--- src/rtl/tick_ctrl.sv ---
// Tick controller: debounced run/pause and speed buttons driving a shift-enable strobe.
// Define TICK_CTRL_DIR_EN to add the BTN_DIR button and dir output.
module tick_ctrl_db #(
  parameter int DB_N = 16
) (
  input  logic clk_i,
  input  logic rst_i,
  input  logic btn_i,
  output logic rise_o
);

  logic            sync1_q, sync2_q;
  logic            level_q, level_d;
  logic [DB_N-1:0] cnt_q, cnt_d;

  // Next debounce state: flip the level only after 2^DB_N consecutive mismatching samples.
  always_comb begin
    level_d = level_q;
    cnt_d   = cnt_q;
    if (sync2_q == level_q) begin
      cnt_d = '0;
    end else if (&cnt_q) begin
      level_d = sync2_q;
      cnt_d   = '0;
    end else begin
      cnt_d = cnt_q + DB_N'(1);
    end
  end

  assign rise_o = level_d & ~level_q;

  // Synchronizer and debounce registers.
  always_ff @(posedge clk_i) begin
    if (rst_i) begin
      sync1_q <= 1'b0;
      sync2_q <= 1'b0;
      level_q <= 1'b0;
      cnt_q   <= '0;
    end else begin
      sync1_q <= btn_i;
      sync2_q <= sync1_q;
      level_q <= level_d;
      cnt_q   <= cnt_d;
    end
  end

endmodule

module tick_ctrl #(
  parameter int N    = 24,
  parameter int DB_N = 16
) (
  input  logic       CLK,
  input  logic       RST,
  input  logic       BTN_PAUSE,
  input  logic       BTN_SPEED,
`ifdef TICK_CTRL_DIR_EN
  input  logic       BTN_DIR,
  output logic       dir,
`endif
  output logic       shift_en,
  output logic       running,
  output logic [1:0] speed
);

  localparam logic [0:0] ST_RUN   = 1'b0;
  localparam logic [0:0] ST_PAUSE = 1'b1;

  logic         pause_rise_s, speed_rise_s;
  logic         pause_evt_q, speed_evt_q;
  logic [0:0]   state_q, state_d;
  logic [1:0]   speed_q, speed_d;
  logic [N-1:0] cnt_q, cnt_d;
  logic [N-1:0] term_q, term_d;
  logic         shift_q, shift_d;
  logic         running_q, running_d;

  tick_ctrl_db #(.DB_N(DB_N)) u_db_pause (
    .clk_i  (CLK),
    .rst_i  (RST),
    .btn_i  (BTN_PAUSE),
    .rise_o (pause_rise_s)
  );

  tick_ctrl_db #(.DB_N(DB_N)) u_db_speed (
    .clk_i  (CLK),
    .rst_i  (RST),
    .btn_i  (BTN_SPEED),
    .rise_o (speed_rise_s)
  );

  // term_q tracks the terminal count of the period at the current speed.
  assign term_q = {N{1'b1}} >> speed_q;

  // Next state, speed, period counter and look-ahead for the registered outputs.
  always_comb begin
    state_d = state_q;
    speed_d = speed_q;
    cnt_d   = cnt_q;
    if (pause_evt_q) begin
      case (state_q)
        ST_RUN:   state_d = ST_PAUSE;
        ST_PAUSE: state_d = ST_RUN;
        default:  state_d = ST_RUN;
      endcase
    end else begin
      state_d = state_q;
    end
    if (speed_evt_q) begin
      speed_d = speed_q + 2'd1;
      cnt_d   = '0;
    end else if (state_q == ST_RUN) begin
      if (cnt_q >= term_q) begin
        cnt_d = '0;
      end else begin
        cnt_d = cnt_q + N'(1);
      end
    end else begin
      cnt_d = cnt_q;
    end
    term_d    = {N{1'b1}} >> speed_d;
    // A speed event next cycle clears the counter, so it must also mask the strobe.
    shift_d   = (state_d == ST_RUN) && (cnt_d == term_d) && !speed_rise_s;
    running_d = (state_d == ST_RUN);
  end

  // Control registers and registered outputs.
  always_ff @(posedge CLK) begin
    if (RST) begin
      pause_evt_q <= 1'b0;
      speed_evt_q <= 1'b0;
      state_q     <= ST_RUN;
      speed_q     <= 2'd0;
      cnt_q       <= '0;
      shift_q     <= 1'b0;
      running_q   <= 1'b1;
    end else begin
      pause_evt_q <= pause_rise_s;
      speed_evt_q <= speed_rise_s;
      state_q     <= state_d;
      speed_q     <= speed_d;
      cnt_q       <= cnt_d;
      shift_q     <= shift_d;
      running_q   <= running_d;
    end
  end

  assign shift_en = shift_q;
  assign running  = running_q;
  assign speed    = speed_q;

`ifdef TICK_CTRL_DIR_EN
  logic dir_rise_s;
  logic dir_evt_q;
  logic dir_q, dir_d;

  tick_ctrl_db #(.DB_N(DB_N)) u_db_dir (
    .clk_i  (CLK),
    .rst_i  (RST),
    .btn_i  (BTN_DIR),
    .rise_o (dir_rise_s)
  );

  // Direction toggles once per debounced press.
  always_comb begin
    if (dir_evt_q) begin
      dir_d = ~dir_q;
    end else begin
      dir_d = dir_q;
    end
  end

  // Direction registers.
  always_ff @(posedge CLK) begin
    if (RST) begin
      dir_evt_q <= 1'b0;
      dir_q     <= 1'b0;
    end else begin
      dir_evt_q <= dir_rise_s;
      dir_q     <= dir_d;
    end
  end

  assign dir = dir_q;
`endif

endmodule
--- config.mk ---
export PLATFORM = sky130hd
export DESIGN_NAME = tick_ctrl
export DESIGN_NICKNAME = d
export VERILOG_FILES = /design/src/rtl/tick_ctrl.sv
export SDC_FILE = /design/constraint.sdc
export NUM_CORES = 1
export LEC_CHECK = 0
export BUFFER_PORTS_ARGS = -buffer_cell sky130_fd_sc_hd__buf_4
export CORE_MARGIN = 2
export CORE_UTILIZATION = 30
export CTS_CLUSTER_SIZE = 10
export DETAILED_ROUTE_END_ITERATION = 6
export GPL_TIMING_DRIVEN = 1
export SLEW_MARGIN = 5
export SYNTH_ARGS = -nofsm -noshare
export SYNTH_HDL_FRONTEND = slang
export SYNTH_SLANG_ARGS = --single-unit
--- constraint.sdc ---
create_clock -name CLK -period 2.44 [get_ports CLK]
set_input_delay 0 -clock CLK [delete_from_list [all_inputs] [get_ports CLK]]
set_output_delay 0 -clock CLK [all_outputs]
set_load 0.02 [all_outputs]
Yosys cells after proc, flatten, opt, wreduce, memory -nomap -nowiden
Index checks and enable logic that the tools add are counted.
{"block": "classes", "addsub": 4, "n_reduce_logical": 7, "shifts": 2, "magnitude_cmp": 1, "n_bitwise": 6, "eq_ne": 3, "mux": 10}
{"cell": "$mux 24", "n": 3}
{"cell": "$shr 24x2->24 const A", "n": 2}
{"cell": "$add 16x1->16 const B", "n": 2}
{"cell": "$reduce_and 16->1", "n": 2}
{"cell": "$add 24x1->24 const B", "n": 1}
{"cell": "$eq 24x24->1", "n": 1}
{"cell": "$ge 24x24->1", "n": 1}
{"cell": "$reduce_or 3->1", "n": 2}
{"cell": "$mux 1", "n": 5}
{"cell": "$not 1->1", "n": 4}
{"cell": "$add 2x1->2 const B", "n": 1}
{"cell": "$and 1x1->1", "n": 2}
{"cell": "$eq 1x1->1", "n": 2}
{"cell": "$logic_and 1x1->1", "n": 2}
{"cell": "$mux 2", "n": 1}
{"cell": "$pmux 1 s2", "n": 1}
{"cell": "$logic_not 1->1", "n": 1}
{"block": "totals", "regBits": 69, "input_bits": 4, "word_cells": 48, "output_inout_bits": 4}

Depth between registers and ports, before layout
{"block": "logic_depth", "ltp_word": 8, "depth_mapped": 10, "ltp_nobuf": 10}

By module
A second synthesis with hierarchy kept.
{"block": "unflattened", "hier_cells": 376, "area_unflattened_um2": 3348.2}
{"mod": "tick_ctrl", "cells_each": 200, "instances": 1, "area_per_inst_um2": 1699.1, "seq_area_each_um2": 620.6}
{"mod": "tick_ctrl_db", "cells_each": 88, "instances": 2, "area_per_inst_um2": 824.5, "seq_area_each_um2": 380.4}

Least setup slack after synthesis
Ideal clock, no wire load.
{"block": "synth_timing", "path_type": "flip-flop to flip-flop", "from": "register speed_q[0], in the netlist speed[0]", "to": "register shift_q, in the netlist shift_en", "path_slack_ps": 114, "arrival_time_ps": 2222, "n_path_buf": 0, "setup_time_ps": 103, "required_ps": 2337, "path_stages_with_launch": 11, "period_less_slack_ps": 2326, "path_cell_list": "dfxtp_1 -> inv_1 -> ha_1 -> inv_1 -> ha_1 -> nand3_1 -> nor3_1 -> a2111o_1 -> a211oi_1 -> o2111ai_1 -> a2111oi_2"}
{"block": "synth_between", "elab_chain_cells": 8, "word_cells_on_any_way": 11, "classes_between": "1 x add/sub; 1 x order compare; 1 x eq/ne; 2 x shift; 4 x mux; 2 x reduce/logical"}
{"item": "from (decl)", "line": "72", "source": "logic [1:0] speed_q, speed_d;"}
{"item": "from (signal assigned)", "line": "141", "source": "speed_q <= speed_d;"}
{"item": "$shr 24x2->24", "line": "93", "source": "assign term_q = {N{1'b1}} >> speed_q;"}
{"item": "$ge 24x24->1", "line": "113", "source": "if (cnt_q >= term_q) begin"}
{"item": "$mux 24", "line": "113"}
{"item": "$mux 24", "line": "112", "source": "end else if (state_q == ST_RUN) begin"}
{"item": "$mux 24", "line": "109", "source": "if (speed_evt_q) begin"}
{"item": "$eq 24x24->1 (*)", "line": "123", "source": "shift_d = (state_d == ST_RUN) && (cnt_d == term_d) && !speed_rise_s;"}
{"item": "$logic_and 1x1->1 (*) (2 in a row)", "line": "123"}
{"item": "to (signal assigned)", "line": "143", "source": "shift_q <= shift_d;"}
{"item": "to (decl)", "line": "75", "source": "logic shift_q, shift_d;"}
Mark *: on every way between the ends. The rest lies on a longest branch, timed or not.
A chain may end at the register's enable or synchronous reset.

Worst setup path in the final report
{"block": "layout_timing", "from": "register cnt_q[4]", "to": "register shift_q, in the netlist shift_en"}
{"block": "layout_between", "elab_chain_cells": 7, "word_cells_on_any_way": 8, "classes_between": "1 x add/sub; 1 x order compare; 1 x eq/ne; 3 x mux; 2 x reduce/logical"}
{"item": "from (decl)", "line": "73", "source": "logic [N-1:0] cnt_q, cnt_d;"}
{"item": "from (signal assigned)", "line": "142", "source": "cnt_q <= cnt_d;"}
{"item": "$add 24x1->24 / $ge 24x24->1 (equally long branches)", "line": "116, 113"}
{"item": "$mux 24", "line": "113"}
{"item": "$mux 24 (*)", "line": "112"}
{"item": "$mux 24 (*)", "line": "109"}
{"item": "$eq 24x24->1 (*)", "line": "123"}
{"item": "$logic_and 1x1->1 (*) (2 in a row)", "line": "123"}
Marked as above.

==> impl_metrics.ini <==
[clock_tree]
cts-root-buf = clkbuf_8
numClockSinks = 69
worstSkewPairLatency_ns = 0.34
cts_inserted_buffers = 9
clk_pin_slew_ns = 0.07
cts_tree = built
htree_levels = 3
clockBufferDepth = 2

[finish]
nNetsFinal = 411
area_growth_pct = 17.13
diodes = 0
seqCellArea_mm2 = 0.001385
fill_cells = 1077
multi_input_area_mm2 = 0.001783
layout-drive-gt1-share = 0.1117

[global_route]
grt_pass1_vias = 2435
globalRouteMet1Util = 0.1460
grt_max_degree = 25
grt_pass1_wl_um = 10860
busiest_layer = met2
antenna_found_initial = 0
grt.overflow.total = 0
grt_use_met3 = 0.02592
grt_use_total = 0.1176
use_met2 = 0.1846

[timing]
relSlewSlack = 0.6509
maxSlewViolCount = 0
period_needed_ns = 2.241
tightest_slew_ns = 0.5236
fin_skew_ns = 0.007072
grt_setup_unrepaired = false
hold_viol_final = 0
setup_viol = 0
fin_tns_setup_ns = 0
fin_crit_sh = 0.9186
fmax_mhz = 446.2
whs_ns = 0.4461

[pwr]
ir_drop_mv = 0.3672
power_density_mw_per_mm2 = 562.1
p_leak_uw = 0.001371

[floorplanning]
die_area_mm2 = 0.01166
die_width_um = 108.0
fp-row-count = 37
core_area_mm2 = 0.01042
start_util = 0.3114
die_y_um = 108.0
io_pins = 8

[detailed_routing]
drtPass1Iterations = 4
routed_wl_um = 6279
vias = 2588
wire_per_inst_um = 11.65
ant_nets = 0
dr.first_iter.drc_count = 146
drc = 0
viasPerCell = 4.801

[min_path]
holdCritPathClass = flip-flop to flip-flop

[critical_path]
critPathLaunchType = flip-flop
required_ns = 2.68
endpoint_kind = flip-flop
crit_fanout = 9
path_class = flip-flop to flip-flop
worstPathArrival_ns = 2.48

[logic_synthesis]
netlist_instances = 374
syn_avg_cell_area_um2 = 8.671
synth_edf_count = 0
ys_types = 48
synth_ff_type = dfxtp_1
synthTopCellsByArea = dfxtp_1 43%, xor2_1 8.1%, nor2_1 8.0%
synth_common_cells = 69 x dfxtp_1, 69 x nor2_1, 30 x xor2_1
synth.top_cell.area_share = 0.4259
syn-num-nets = 386
synth_area_mm2 = 0.003243
synth_seq_cells = 69
synth_warnings = 0
synth_top_cell_by_area = dfxtp_1
synth-seq-area-share = 0.4259
async_reset_ff_frac = 0

[status]
status = finished, final reports clean

[placed_design]
io_buffer_count = 7
dp.final_hpwl_um = 4577
gp_congestion = 0.8730

[run]
cap_violations = 0
[path summary, 6_finish.rpt]
check                                startpoint  cells after the start  slack (ns)                       endpoint
setup / recovery            cnt_q[4]$_SDFF_PP0_                      6        0.20            shift_en$_SDFF_PP0_
hold / removal    u_db_speed.sync1_q$_SDFF_PP0_                      1        0.45  u_db_speed.sync2_q$_SDFF_PP0_
setup reg to reg            cnt_q[4]$_SDFF_PP0_                      6        0.20            shift_en$_SDFF_PP0_
hold reg to reg   u_db_speed.sync1_q$_SDFF_PP0_                      1        0.45  u_db_speed.sync2_q$_SDFF_PP0_
[state kept, by name, indices dropped and copies added (netlist names)]
name / cells
cnt_q: 24
pause_evt_q: 1
running: 1
shift_en: 1
speed: 2
speed_evt_q: 1
state_q: 1
u_db_pause.cnt_q: 16
u_db_pause.level_q: 1
u_db_pause.sync1_q: 1
u_db_pause.sync2_q: 1
u_db_speed.cnt_q: 16
u_db_speed.level_q: 1
u_db_speed.sync1_q: 1
u_db_speed.sync2_q: 1
[through the flow]
stage / util / cells / power, µW / setup WS (ns) / cell area [µm²]
after floorplan: - / 374 / 1197 / 0.1143 / 3243
after global placement: 0.3396 / 519 / 1220 / 0.2168 / 3537
after detailed placement: 0.3396 / 519 / 1220 / 0.1288 / 3537
after CTS: 0.3635 / 539 / 2168 / 0.1070 / 3786
after global routing: 0.3647 / 539 / 2228 / 0.01553 / 3799
final: 0.3647 / 539 / 2135 / 0.1987 / 3799
[report_power, final]
group / internal [µW] / switching, µW
logic: 28.2 / 31.4
registers: 1130 / 5.82
clock network: 519 / 417
total: 1680 / 454
[per-layer routing]
layer  wire, µm  share of wire
met1       2971           0.47
met2       2915           0.46
met3        215          0.034
met4        176          0.028
met5          0              0
[timing repair]
action	CTS	global route
resized for setup	0	4
hold endpoints to repair	10	0
setup endpoints to repair	0	1
buffers inserted	0	0
hold buffers	5	0
[layout make-up]
| type | count | share of cell area |
|---|---|---|
| clock buffer | 11 | 0.03986 |
| clock inverter | 4 | 0.01252 |
| inverter | 11 | 0.01087 |
| multi-input combinational | 282 | 0.4694 |
| sequential | 69 | 0.3646 |
| tap | 136 | 0.04480 |
| timing repair buffer | 26 | 0.05797 |
[cells in the final DEF (no fill, tap or decap), types with 5 or more instances in the layout]
cell type      Yosys  routed
nor2_1            69      69
dfxtp_1           69      66
xor2_1            30      30
nand2_1           25      25
nand3_1           23      23
xnor2_1           21      21
buf_4              0      20
nand4_1           14      14
inv_1             11      11
clkbuf_8           0      11
nor3_1             9       9
a21oi_1            9       9
nor2b_1            9       9
ha_1               8       8
and3_1             7       7
or3_1              6       6
nand2b_1           5       5
dlygate4sd3_1      0       5
[critical path, stage by stage (launching register included)]
cell and delay, ns:
dfxtp_2 0.41, nand4_4 0.19, or3_1 0.45, o31a_1 0.30, or2_1 0.25, a21o_1 0.19
a2111oi_2 0.34
[logic make-up (layout without fill, tap and decap cells)]
family / Yosys count / in the layout / share of synthesized area
AND/OR/NAND/NOR: 189 / 189 / 0.2967
flip-flops: 69 / 69 / 0.4259
XOR/XNOR: 52 / 52 / 0.1451
AO/OA/AOI/OAI: 31 / 31 / 0.06829
buffers and inverters: 23 / 52 / 0.02700
adder cells (fa/ha/maj): 8 / 8 / 0.03087
multiplexers: 2 / 2 / 0.006173
Note: power is estimated with default switching activity, not from simulation.
